===== src/rtl/mem_arbiter.sv =====
// Arbitrates one single-port fixed-latency memory between instruction fetch and data access.
// Optional fetch anti-starvation counter enabled by defining MEM_ARB_FAIR_EN.
module mem_arbiter #(
  parameter int ADDR_W      = 32,
  parameter int MEM_LATENCY = 2,
  parameter int FAIR_LIMIT  = 4
) (
  input  logic              clock,
  input  logic              reset,
  input  logic              i_req,
  input  logic [ADDR_W-1:0] i_addr,
  output logic              i_gnt,
  output logic              i_rvalid,
  output logic [31:0]       i_rdata,
  input  logic              d_req,
  input  logic              d_we,
  input  logic [ADDR_W-1:0] d_addr,
  input  logic [31:0]       d_wdata,
  input  logic [3:0]        d_be,
  output logic              d_gnt,
  output logic              d_rvalid,
  output logic [31:0]       d_rdata,
  output logic              mem_en,
  output logic              mem_we,
  output logic [ADDR_W-1:0] mem_addr,
  output logic [31:0]       mem_wdata,
  output logic [3:0]        mem_be,
  input  logic [31:0]       mem_rdata,
  output logic              busy
);

  typedef enum logic [1:0] {IDLE, WAIT, RESP} state_t;

  localparam logic [3:0] LAT_M1 = 4'(MEM_LATENCY - 1);

  state_t      state_q, state_d;
  logic [3:0]  cnt_q, cnt_d;
  logic        owner_q, owner_d;   // 1 = data port owns the transaction
  logic        store_q, store_d;
  logic [31:0] i_rdata_q, i_rdata_d;
  logic [31:0] d_rdata_q, d_rdata_d;
  logic        fetch_first;

`ifdef MEM_ARB_FAIR_EN
  localparam logic [3:0] FAIR_MAX = 4'(FAIR_LIMIT);
  logic [3:0] fair_q, fair_d;

  assign fetch_first = (fair_q == FAIR_MAX);

  always_comb begin
    fair_d = fair_q;
    if (i_gnt)
      fair_d = 4'd0;
    else if (d_gnt)
      fair_d = i_req ? fair_q + 4'd1 : 4'd0;
  end

  always_ff @(posedge clock) begin
    if (reset) fair_q <= 4'd0;
    else       fair_q <= fair_d;
  end
`else
  assign fetch_first = 1'b0;
`endif

  // Grants are combinational in IDLE; data wins unless the fairness limit forces a fetch.
  always_comb begin
    d_gnt = 1'b0;
    i_gnt = 1'b0;
    if (!reset && state_q == IDLE) begin
      if (d_req && !(i_req && fetch_first)) d_gnt = 1'b1;
      else if (i_req)                       i_gnt = 1'b1;
    end
  end

  always_comb begin
    mem_en    = i_gnt | d_gnt;
    mem_we    = 1'b0;
    mem_addr  = '0;
    mem_wdata = '0;
    mem_be    = 4'b0000;
    if (d_gnt) begin
      mem_we    = d_we;
      mem_addr  = {d_addr[ADDR_W-1:2], 2'b00};
      mem_wdata = d_wdata;
      mem_be    = d_we ? d_be : 4'b1111;
    end else if (i_gnt) begin
      mem_addr  = {i_addr[ADDR_W-1:2], 2'b00};
      mem_be    = 4'b1111;
    end
  end

  always_comb begin
    state_d   = state_q;
    cnt_d     = cnt_q;
    owner_d   = owner_q;
    store_d   = store_q;
    i_rdata_d = i_rdata_q;
    d_rdata_d = d_rdata_q;
    case (state_q)
      IDLE: begin
        if (mem_en) begin
          state_d = WAIT;
          cnt_d   = LAT_M1;
          owner_d = d_gnt;
          store_d = d_gnt & d_we;
        end
      end
      WAIT: begin
        if (cnt_q == 4'd0) begin
          state_d = RESP;
          if (!owner_q)      i_rdata_d = mem_rdata;
          else if (!store_q) d_rdata_d = mem_rdata;
        end else begin
          cnt_d = cnt_q - 4'd1;
        end
      end
      RESP:    state_d = IDLE;
      default: state_d = IDLE;
    endcase
  end

  always_ff @(posedge clock) begin
    if (reset) begin
      state_q   <= IDLE;
      cnt_q     <= 4'd0;
      owner_q   <= 1'b0;
      store_q   <= 1'b0;
      i_rdata_q <= '0;
      d_rdata_q <= '0;
    end else begin
      state_q   <= state_d;
      cnt_q     <= cnt_d;
      owner_q   <= owner_d;
      store_q   <= store_d;
      i_rdata_q <= i_rdata_d;
      d_rdata_q <= d_rdata_d;
    end
  end

  assign i_rvalid = !reset && state_q == RESP && !owner_q;
  assign d_rvalid = !reset && state_q == RESP &&  owner_q;
  assign i_rdata  = i_rdata_q;
  assign d_rdata  = d_rdata_q;
  assign busy     = state_q != IDLE;

  logic unused_addr_lsbs;
  assign unused_addr_lsbs = ^{i_addr[1:0], d_addr[1:0]};

endmodule


===== config.mk =====
export PLATFORM = sky130hd
export DESIGN_NAME = mem_arbiter
export DESIGN_NICKNAME = d
export VERILOG_FILES = /design/src/rtl/mem_arbiter.sv
export SDC_FILE = /design/constraint.sdc
export NUM_CORES = 1
export LEC_CHECK = 0
export ABC_AREA = 0
export CAP_MARGIN = 30
export CORE_AREA = 2 2 109 111
export DETAILED_ROUTE_END_ITERATION = 16
export DIE_AREA = 0 0 111 113
export PLACE_DENSITY = 0.76
export REMOVE_ABC_BUFFERS = 1
export SLEW_MARGIN = 10
export SYNTH_ARGS = -nofsm -noshare
export SYNTH_HDL_FRONTEND = slang
export SYNTH_SLANG_ARGS = --single-unit

===== constraint.sdc =====
create_clock -name clock -period 2 [get_ports clock]
set_input_delay 0.3 -clock clock [delete_from_list [all_inputs] [get_ports clock]]
set_output_delay 0.3 -clock clock [all_outputs]
set_load 0.01 [all_outputs]

==> results of run 1 <==
## cell usage in the layout (no fill, tap or decap), drive strengths merged, types with 2 or more instances in the layout
master	netlist	routed
o21ai	32	32
conb	1	2
dlygate4sd2	0	5
o211ai	2	2
nor4b	3	3
a22o	30	30
and2	33	33
a21o	4	4
clkbuf	28	12
nor3	2	2
clkdlybuf4s50	0	194
nor4	2	2
mux2i	32	32
nand2	66	66
buf	13	119
nand2b	5	5
nand3	35	35
dfxtp	72	72
inv	4	6
o31a	2	2
or3b	2	2
nor3b	4	4
diode	0	5
clkdlybuf4s15	0	2
a21oi	32	32
nor2	3	3
o21bai	2	2
clkinv	0	5
## critical path, stage by stage, from the launching register on
cell	delay (ns)
dfxtp_2	0.33
buf_6	0.12
nor4b_4	0.29
buf_4	0.19
buf_6	0.12
buf_12	0.12
buf_16	0.11
buf_6	0.08
and2_4	0.14
buf_6	0.10
## cells by family (layout without fill, tap and decap cells)
group                    Yosys count  count (layout)  synth area share
multiplexers                      32              32            0.0907
other                              1               7           0.00106
buffers and inverters             45             343            0.0644
adder cells (fa/ha/maj)            1               1           0.00354
AND/OR/NAND/NOR                  160             160             0.238
AO/OA/AOI/OAI                    107             107             0.194
flip-flops                        72              72             0.408
## layout make-up
class / count / area (um^2) / area share
clock inverter: 7 / 46.3 / 0.00649
tap: 143 / 179 / 0.0251
multi-input combinational: 302 / 1970 / 0.276
sequential: 72 / 1450 / 0.202
antenna: 5 / 12.5 / 0.00175
timing repair buffer: 323 / 3250 / 0.455
clock buffer: 9 / 225 / 0.0316
inverter: 4 / 15.0 / 0.00210
## through the flow
step	setup TNS [ns]	setup slack (ns)	std cells	power, uW	area [um^2]
CTS	-5.01	-0.180	857	4210	7050
global route	-10.05	-0.291	860	4380	7130
finish	-7.44	-0.247	865	4240	7140
detailed placement	-34.59	-0.566	810	2640	6410
global placement	-32.73	-0.521	810	2620	6410
floorplan	-177.57	-1.65	378	1910	3320
## final timing paths
| kind | from | endpoint | slack, ns |
|---|---|---|---|
| worst min-delay path | d_rdata[31] | d_rdata[31] | 0.46 |
| worst max register to register | cnt_q[0] | d_rdata[18] | 0.07 |
| worst min register to register | d_rdata[31] | d_rdata[31] | 0.46 |
| worst max-delay path | state_q[1] | mem_we | -0.25 |
## sequential cells by signal, summed over array words and instances (netlist names)
signal   flops
d_rdata     32
owner_q      1
state_q      2
cnt_q        4
i_rdata     32
store_q      1
## what timing repair did
item / in CTS / in global routing
setup endpoints to repair: 73 / 78
resized for setup: 350 / 21
buffers inserted: 22 / 3
cloned: 9 / 3
pin swaps: 8 / 12
## report_power, final
part | switching [uW] | internal (uW)
sequential | 36.9 | 1490
clock | 612 | 840
combinational | 566 | 693
total | 1220 | 3020
## per-layer routing
metal	track usage	routed length [um]	vias to the layer above
li1	-	-	2059
met4	0.165	1280	16
met2	0.541	9930	313
met1	0.311	6730	2149
met5	0	105	-
met3	0.138	2450	88
==> metrics.md, run 1 <==
| Metric | Value |
|---|---|
| Area leader, netlist | dfxtp_1 |
| Max-capacitance violation count | 0 |
| Leakage power | 0.00288 uW |
| GR Overflow Total | 0 |
| Sequential area share after synthesis | 0.408 |
| RSZ-0062 raised after global routing | yes |
| Final Critical Period | around 2.2 ns |
| Post-route setup slack | -0.247 ns |
| Async SR Flop Fraction | 0 |
| Root Driver | clkbuf_16 |
| Unique cell type count in the Yosys netlist | 39 |
| Hold depth | 2 |
| Io pins | 276 |
| Layout cells sized above 1 | 0.244 |
| Total Routing Usage GR | 0.309 |
| Netlist Area Pre-Place | around 0.0035 mm^2 |
| Run status | finished, violations left |
| Core Area | 0.0113 mm^2 |
| Die height | 113 um |
| Reg2Reg Depth | 7 |
| Latest clock arrival within the worst-skew pair | 0.33 ns |
| Critical Path Sink Type | output pin |
| Synth top area share | 0.408 |
| Most common cell in the netlist | dfxtp_1 |
| Num CTS Buffers | 9 |
| Port Buf Inserts | roughly 270 |
| Number of flops mapped to enable cells by yosys | 0 |
| Worst-path clk slew | 0.06 ns |
| DR vias | 4625 |
| Area Overhead vs Synth | 102% |
| Largest net degree at the start of global routing | 41 |
| Startpoint types | flip-flop |
| Yosys reg bits | 72 |
| CTS tree | built |
| Setup violations, final | 53 |
| Final HPWL DP | between 10 and 15 mm |
| Synth Warn # | 0 |
| Worst IR drop on VDD | 0.406 mV |
| Vias in the first global route | between 4000 and 5000 |
| Part of the cycle the worst path needs | 1.12 |
| # DRC | 0 |
| Commonest cells post-synth | dfxtp_1 (72), nand2_1 (66), nand3_1 (35) |
| CTS max path bufs | 2 |
| H-tree levels | 3 |
| 1st-iter DRT viols | between 400 and 500 |
| Initial Util | 0.313 |
| GP Congestion | 1.04 |
| FMAX | 445 MHz |
| Nets | 850 |
| Failing checks | negative setup slack |
| Cells after Synth | 418 |
| # clock sinks | 72 |
| Max-slew violations | 0 |
| CP arrival | 1.95 ns |
| Initial antenna violation count | 13 |
| Fin. Hold Viols | 0 |
| 1st-pass router iterations | 5 |
| Worst EP required | 1.70 ns |
| Top cells by area, synth | dfxtp_1 (41%), mux2i_1 (9.1%), a22o_1 (7.4%) |
| Mean Syn Cell Area | about 8.5 um^2 |
| Vias per cell | 5.35 |
| Top FF cell, synth | dfxtp_1 |
| Post-DRT Antenna Nets | 0 |
| Clock skew | 0.00855 ns |
| Power Dens Cells | just under 600 mW/mm^2 |
| Fin util | 0.633 |
| Die width | 111 um |
| Total Routed Length | about 20 mm |
| # rows | 39 |
| Hold crit path type | flip-flop to flip-flop |
| Hold_ws | 0.462 ns |
| FILL cells | 896 |
| Post-CTS Hold Fix Bufs | 0 |
| Avg WL per Cell | 23.7 um |
| Crit Path Max Fanout | 5 |
| Global-route wire length before repair | 29.0 mm |
| DIE AREA | 0.0125 mm^2 |
| CP Class | flip-flop to output pin |
No activity file was read; power rests on OpenSTA's default activity.
==> inputs of run 2 (changes only) <==
Settings changed: TNS_END_PERCENT set to 1.
==> run 2 against run 1 <==
  * The flow still finishes with violations (negative setup slack)
  * Die area did not move
  * Register-to-register slack improved by 0.06 ns
  * Sequential power barely moved
  * Via count fell by 4.9%
  * Largest cell class unchanged
  * Non-clock buffer count fell by 18
  * Worst setup slack improved by 0.011 ns
==> metrics.md, run 2 (same netlist as run 1, synthesis figures left out) <==
| Metric | Value |
|---|---|
| Run status | finished, violations left |
| Failing checks | negative setup slack |
| Nets | ~830 |
| P_int | a little under 3000 uW |
| Hold_ws | 0.458 ns |
| Fin. Hold Viols | 0 |
| GR Overflow Total | 0 |
| Power Dens Cells | about 600 mW/mm^2 |
| Post-route setup slack | -0.236 ns |
| DR vias | 4400 |
| Fin util | 0.606 |
| Initial antenna violation count | 13 |
| Setup TNS | -5.51 ns |
| Crit path cell chain | or3_4, nor3b_4, buf_4, buf_16, a22o_1, clkdlybuf4s15_1 |
| Die width | approximately 110 um |
| Total Routing Usage GR | 0.290 |
| Layout cells sized above 1 | 0.196 |
| Worst path max stage delay | 0.40 ns |
| CTS tree | built |
| Final Critical Period | around 2.2 ns |
| GP Congestion | 1.04 |
| Avg WL per Cell | 22.4 um |
| CP delay by family, top | simple AND/OR/NAND/NOR gates |
| Relative slew slack | 0.582 |
| 1st-iter DRT viols | ~390 |
| 1st-pass router iterations | 5 |
| CTS max path bufs | 2 |
| Port Buf Inserts | 269 |
| Crit Path Max Fanout | 18 |
| Post-CTS Hold Fix Bufs | 0 |
| Total power | 4110 uW |
| Latest clock arrival within the worst-skew pair | 0.33 ns |
| Critical Path Sink Type | output pin |
| Comb power frac | 0.278 |
| Post-DRT Antenna Nets | 0 |
| Root Driver | clkbuf_16 |
| Worst IR drop on VDD | roughly 0.36 mV |
| Startpoint types | flip-flop |
| Switch share | 0.282 |
| Largest net degree at the start of global routing | 41 |
| Commonest cells after routing, fill and taps aside | clkdlybuf4s50_1 (194), dfxtp_1 (69), nand2_1 (66), nand3_1 (35), buf_2 (33) |
| Vias in the first global route | 4429 |
| # clock sinks | approximately 70 |
| Max-slew violations | 0 |
| Final HPWL DP | around 15 mm |
| CP Class | flip-flop to output pin |
| Most common cell after layout, fill and taps aside | clkdlybuf4s50_1 |
| Area Overhead vs Synth | 93.2% |
| Initial Util | 0.313 |
| Num CTS Buffers | 9 |
| Sequential share of power | 0.370 |
| Die height | 113 um |
| FMAX | ~450 MHz |
| Worst-path clk slew | 0.06 ns |
| # DRC | 0 |
| Clock skew | 0.00945 ns |
| Io pins | 276 |
| Critical Path Slowest Stage Cell | or3_4 |
| Global-route wire length before repair | 27.4 mm |
| FILL cells | 934 |
| Max-capacitance violation count | 0 |
| DIE AREA | around 0.013 mm^2 |
| Vias per cell | 5.20 |
| RSZ-0062 raised after global routing | yes |
| # rows | 39 |
| Clk network pwr share | 0.352 |
| Leakage power | 0.00271 uW |
| H-tree levels | 3 |
| Crit path buffers/inverters | 3 |
| Setup violations, final | slightly below 50 |
| Part of the cycle the worst path needs | 1.12 |
| Switching pwr | ~1200 uW |
| CP arrival | between 1.5 and 2 ns |
| Worst slack, placed | -0.566 ns |
| Total Routed Length | around 19 mm |
| Hold crit path type | flip-flop to flip-flop |
| Worst-Margin Slew | 0.627 ns |
| Worst R2R Setup Slack | between 0.1 and 0.15 ns |
| Worst EP required | 1.70 ns |
| Core Area | 0.0113 mm^2 |
run 2: stage by stage:
step           cells  area [um^2]
2_1_floorplan    378         3320
4_1_cts          842         6780
3_3_place_gp     810         6410
3_5_place_dp     810         6410
6_report         846         6830
5_1_grt          842         6820
run 2: layout make-up:
| cell class | instances | area (um^2) | area share |
|---|---|---|---|
| clock buffer | 9 | 225 | 0.0330 |
| sequential | 72 | 1450 | 0.212 |
| timing repair buffer | 305 | 2980 | 0.437 |
| tap | 143 | 179 | 0.0262 |
| multi-input combinational | 302 | 1930 | 0.282 |
| inverter | 4 | 15.0 | 0.00220 |
| clock inverter | 7 | 46.3 | 0.00678 |
| antenna | 4 | 10.0 | 0.00147 |
run 2: final timing paths:
kind,cells after the start,startpoint,end
setup / recovery,6,state_q[1],mem_addr[28]
hold / removal,2,d_rdata[22],d_rdata[22]
setup reg to reg,5,state_q[1],i_rdata[23]
hold reg to reg,2,d_rdata[22],d_rdata[22]
run 2: per-layer routing:
| metal | vias to the layer above | share of wire | GRT usage | routed length [um] |
|---|---|---|---|---|
| met5 | - | 0.0063 | 0 | 119 |
| met4 | 18 | 0.060 | 0.159 | 1130 |
| met3 | 67 | 0.12 | 0.131 | 2200 |
| met2 | 252 | 0.48 | 0.506 | 9190 |
| met1 | 2042 | 0.33 | 0.291 | 6320 |
| li1 | 2021 | - | - | - |
run 2: power groups by stage:
stage	clock network (uW)	registers, uW	logic (uW)
3_3_place_gp	0	1550	1070
4_1_cts	1480	1520	1120
5_1_grt	1530	1530	1200
3_5_place_dp	0	1550	1090
2_1_floorplan	0	1570	337
6_report	1440	1520	1140
run 2: worst reg2reg max path: cells and delay by family, from the launching register on:
kind            cells  cell delay, ns
flops               1            0.32
compound gates      2            0.40
simple gates        1            0.73
buf+inv             2            0.30
run 2: repair_timing:
action,CTS,global route
gates resized for setup,271,27
buffers inserted,11,0
endpoints found under the setup margin,73,72
cloned,5,0
pin swaps,8,10
